==> src/rtl/adder_pkg.sv <==
// Shared types and defaults for the adder_unit datapath.
package adder_pkg;
  localparam int DEFAULT_WIDTH = 8;

  typedef enum logic {
    OP_ADD = 1'b0,
    OP_SUB = 1'b1
  } op_e;

  typedef struct packed {
    logic carry;
    logic overflow;
    logic zero;
  } flags_t;
endpackage

==> src/rtl/add_sub_core.sv <==
// Combinational add/subtract with carry/borrow, signed overflow and unsigned clamp.
module add_sub_core
  import adder_pkg::*;
#(
  parameter int WIDTH = DEFAULT_WIDTH
) (
  input  logic [WIDTH-1:0] a,
  input  logic [WIDTH-1:0] b,
  input  op_e              op,
  input  logic             sat_en,
  output logic [WIDTH-1:0] result,
  output flags_t           flags
);
  logic [WIDTH:0]   w_sum;
  logic [WIDTH-1:0] w_b_eff;
  logic [WIDTH-1:0] w_raw;
  logic             w_cout;
  logic             w_carry;
  logic             w_ovf;
  logic             w_is_sub;

  assign w_is_sub = (op == OP_SUB);
  assign w_b_eff  = w_is_sub ? ~b : b;
  assign w_sum    = {1'b0, a} + {1'b0, w_b_eff} + {{WIDTH{1'b0}}, w_is_sub};
  assign w_raw    = w_sum[WIDTH-1:0];
  assign w_cout   = w_sum[WIDTH];

  // For subtraction the adder's carry-out means "no borrow", so invert it.
  assign w_carry = w_is_sub ? ~w_cout : w_cout;

  always_comb begin
    w_ovf = 1'b0;
    if (w_is_sub)
      w_ovf = (a[WIDTH-1] != b[WIDTH-1]) && (w_raw[WIDTH-1] != a[WIDTH-1]);
    else
      w_ovf = (a[WIDTH-1] == b[WIDTH-1]) && (w_raw[WIDTH-1] != a[WIDTH-1]);
  end

  always_comb begin
    result = w_raw;
    if (sat_en && w_carry)
      result = w_is_sub ? '0 : '1;
  end

  assign flags.carry    = w_carry;
  assign flags.overflow = w_ovf;
  assign flags.zero     = (result == '0);
endmodule

==> src/rtl/adder_unit.sv <==
// Registered add/subtract unit: one pipeline stage around add_sub_core, valid tag alongside.
module adder_unit
  import adder_pkg::*;
#(
  parameter int             WIDTH       = DEFAULT_WIDTH,
  parameter logic [WIDTH-1:0] RESET_VALUE = '0
) (
  input  logic             clk,
  input  logic             rst,
  input  logic             in_valid,
  input  logic [WIDTH-1:0] a,
  input  logic [WIDTH-1:0] b,
  input  logic             sub,
  input  logic             sat_en,
  output logic [WIDTH-1:0] c,
  output logic             out_valid,
  output logic             carry,
  output logic             overflow,
  output logic             zero
);
  logic [WIDTH-1:0] w_result;
  flags_t           w_flags;
  op_e              w_op;

  logic [WIDTH-1:0] r_c;
  flags_t           r_flags;
  logic             r_valid;

  assign w_op = sub ? OP_SUB : OP_ADD;

  add_sub_core #(.WIDTH(WIDTH)) u_core (
    .a      (a),
    .b      (b),
    .op     (w_op),
    .sat_en (sat_en),
    .result (w_result),
    .flags  (w_flags)
  );

  // Result and flags hold when no operation is accepted; only the valid tag drops.
  always_ff @(posedge clk or negedge rst) begin
    if (!rst) begin
      r_c     <= RESET_VALUE;
      r_flags <= '0;
      r_valid <= 1'b0;
    end else begin
      r_valid <= in_valid;
      if (in_valid) begin
        r_c     <= w_result;
        r_flags <= w_flags;
      end
    end
  end

  assign c         = r_c;
  assign out_valid = r_valid;
  assign carry     = r_flags.carry;
  assign overflow  = r_flags.overflow;
  assign zero      = r_flags.zero;
endmodule

==> config.mk <==
export PLATFORM = sky130hd
export DESIGN_NAME = adder_unit
export DESIGN_NICKNAME = d
export VERILOG_FILES = /design/src/rtl/adder_pkg.sv /design/src/rtl/add_sub_core.sv /design/src/rtl/adder_unit.sv
export SDC_FILE = /design/constraint.sdc
export NUM_CORES = 1
export LEC_CHECK = 0
export ABC_AREA = 1
export BUFFER_PORTS_ARGS = -buffer_cell sky130_fd_sc_hd__buf_2
export CORE_AREA = 3 3 62 64
export DETAILED_ROUTE_END_ITERATION = 16
export DIE_AREA = 0 0 65 67
export PLACE_DENSITY_LB_ADDON = 0.08
export SLEW_MARGIN = 20
export SYNTH_ARGS = -nofsm -noshare
export SYNTH_HDL_FRONTEND = slang
export SYNTH_HIERARCHICAL = 1
export SYNTH_SLANG_ARGS = --single-unit
export TNS_END_PERCENT = 30
==> constraint.sdc <==
create_clock -name clk -period 0.8 [get_ports clk]
set_input_delay 0.16 -clock clk [delete_from_list [all_inputs] [get_ports clk]]
set_output_delay 0.16 -clock clk [all_outputs]
set_load 0.05 [all_outputs]
==> results.md <==
* Status: complete, but fails checks
* Failing checks: setup timing
* CTS tree: yes
* Final hold vios at 0
* Clock sink count at 12
* Count of pins over their slew limit at 0
* Avg Inst Size Synth at 6.976 um^2
* Largest net degree at the start of global routing at 13
* Clock Latency Late Sink at 0.26 ns
* RSZ-0062 raised after global routing: true
* Post-Synthesis Cells at 165
* Most frequent cells after synthesis: 76 x nand2_1, 16 x inv_1, 12 x dfrtp_1
* Area leader, netlist: dfrtp_1
* Post-route cell area at 1838 um^2
* DR iter-0 viols at 30
* DIE AREA at 4355 um^2
* Wire length on met3 at 94 um
* Most used DFF post-synth: dfrtp_1
* Yosys cell types at 27
* Final WS setup at -0.8735 ns
* MaxCap Viol Count at 0
* Num CTS Buffers at 3
* Crit Path Category: in2reg
* Met1 WL at 1.091 mm
* Dpl hpwl at 2.146 mm
* WL final at 2.647 mm
* Peak supply drop at 0.0004833 V
* CP Capture Type: register
* Initial core utilization at 0.3450
* ANT cells at 0
* Layout cells sized above 1 at 0.4777
* Clk root buf: clkbuf_4
* Power per Cell Area at 1795 nW/um^2
* Post-synth top area share at 0.2609
* Gr usage total at 0.1390
* Startpoint Class: input pin
* Number of flops mapped to enable cells by yosys at 0
* Placer congestion estimate at 0.7976
* Fill cells at 339
* Final cycle utilization of the critical path at 2.092
* Post-synthesis sequential area ratio at 0.2609
* Hold WS at 0.1947 ns
* Antenna viol nets, final at 0
* Initial antenna violation count at 0
* Post-placement cell area at 1505 um^2
* Die X at 65 um
* Post-route minimum period at 1.673 ns
* Post-Syn Nets at 194
* Number of global-route vias before repair at 1168
* Slew HR at 0.8228
* Async SR Flop Fraction at 1.000
* Via count at 1140
* Synth Register Bits at 12
* H-tree depth at 1
* Synth Cell Area at 1151 um^2
* Most numerous cell in the Yosys netlist: nand2_1
* Grt total ovfl at 0
* Dpl ws at -1.226 ns
* Clock Pin Slew Worst Setup and Hold Paths at 0.06 ns
* Largest driver fanout on the critical path at 5
* Height of the die at 67 um
* FMAX at 597.6 MHz
* Synth-to-Final Area Change at 59.67%
* Deepest clock path buffer count at 2
* Vias per cell at 4.222
* Std-Cell Core Area at 3337 um^2
* Min-Delay Path Class: in2reg
* Number of setup violations in the final report at 23
* DR WL/cell at 9.804 um
* Max Clock Skew at 0 ns
* Top layer in use: met4
* First drt pass iteration count at 4
* Ranking of synthesized cells by area: dfrtp_1 26%, nand2_1 25%, ha_1 7.6%, xor2_1 6.1%, inv_1 5.2%
* Lkg Pwr at 0.001017 uW
* Worst-margin pin slew at 0.2658 ns
* Final net count at 255
* CP Data Arrival Time at 1.87 ns
* Metal2 WL at 1.436 mm
* Ys Warns at 6
* Io pins at 33
* Number of cell rows at 21
* First-pass GRT wire length at 4.747 mm
* Setup TNS Final at -10.30 ns
* Number of port buffers at 32
* WP data required at 1.00 ns
* Residual DRC count at 0
worst paths after layout:
check | startpoint | end | slack [ns] | depth (start not counted)
setup reg to reg | c[5] | c[5] | 0.18 | 2
setup / recovery | sub | zero | -0.87 | 13
hold reg to reg | carry | carry | 0.49 | 2
min in group asynchronous | rst | c[0] | 0.30 | 2
hold / removal | in_valid | out_valid | 0.19 | 2
max in group asynchronous | rst | out_valid | 0.29 | 2
cell families (layout without fill, tap and decap cells):
family,Yosys count,in the layout,share of synthesized area
xor+xnor,10,10,0.07609
buf+inv,26,85,0.1076
compound gates,7,7,0.05217
fa+ha+maj,8,8,0.09348
simple gates,102,102,0.4098
flops,12,12,0.2609
layout make-up:
class | instances | area (um^2) | area share
Clock buffer | 3 | 22.52 | 0.01225
Inverter | 21 | 86.33 | 0.04697
Multi-Input combinational cell | 127 | 840.8 | 0.4575
Sequential cell | 12 | 300.3 | 0.1634
Tap cell | 46 | 57.56 | 0.03131
Timing Repair Buffer | 61 | 530.5 | 0.2886
per-layer routing:
metal,up-vias,track usage
met5,-,0
met3,2,0.01012
met1,495,0.1460
met2,23,0.2810
li1,620,-
met4,0,0.05541
critical path, stage by stage:
cell     delay (ns)
buf_12         0.12
xor2_1         0.16
ha_1           0.30
or2_4          0.26
nand3_4        0.11
nand2_4        0.07
buf_6          0.11
and3_4         0.16
a21oi_4        0.13
nand3_2        0.09
nor2_2         0.10
nand2_1        0.05
nand2_1        0.05
metrics by stage:
| step | util | instances | total power (uW) |
|---|---|---|---|
| floorplan | - | 165 | 2088 |
| global placement | 0.4511 | 255 | 2523 |
| detailed placement | 0.4511 | 255 | 2540 |
| CTS | 0.5369 | 269 | 3276 |
| global route | 0.5508 | 270 | 3581 |
| finish | 0.5508 | 270 | 3300 |
cell usage in the layout (no fill, tap or decap), types with 2 or more instances in the layout:
cell type  netlist  final
a21oi_4          2      2
buf_12           0      2
buf_2            0     17
buf_4            3     22
buf_6            2     18
clkbuf_4         0      3
dfrtp_1         12     12
ha_1             7      6
inv_1           16     12
inv_2            5      7
nand2_1         76     63
nand2_2          4     14
nand2_4          1      4
nand3_1          6      6
nand3_2          4      2
nand3_4          1      3
nor2_1           2      2
nor2_2           2      2
o21ai_1          2      2
xor2_1           8      7
report_power, final:
group          switching [uW]  internal (uW)  leakage [uW]
sequential               82.4            728      0.000150
combinational            1210            940      0.000853
clock                     164            173     0.0000138
total                    1460           1840       0.00102
flip-flops by register name (all words and copies together), names as in the netlist:
register	cells
overflow	1
c	8
zero	1
out_valid	1
carry	1
timing repair:
item / in CTS / in global routing
resized for setup: 50 / 12
pin swaps: 36 / 13
endpoints found under the hold margin: 12 / 0
hold buffers: 1 / 0
cloned: 1 / 0
setup buffers: 9 / 1
setup endpoints to repair: 23 / 23
No activity file was read; power rests on OpenSTA's default activity.
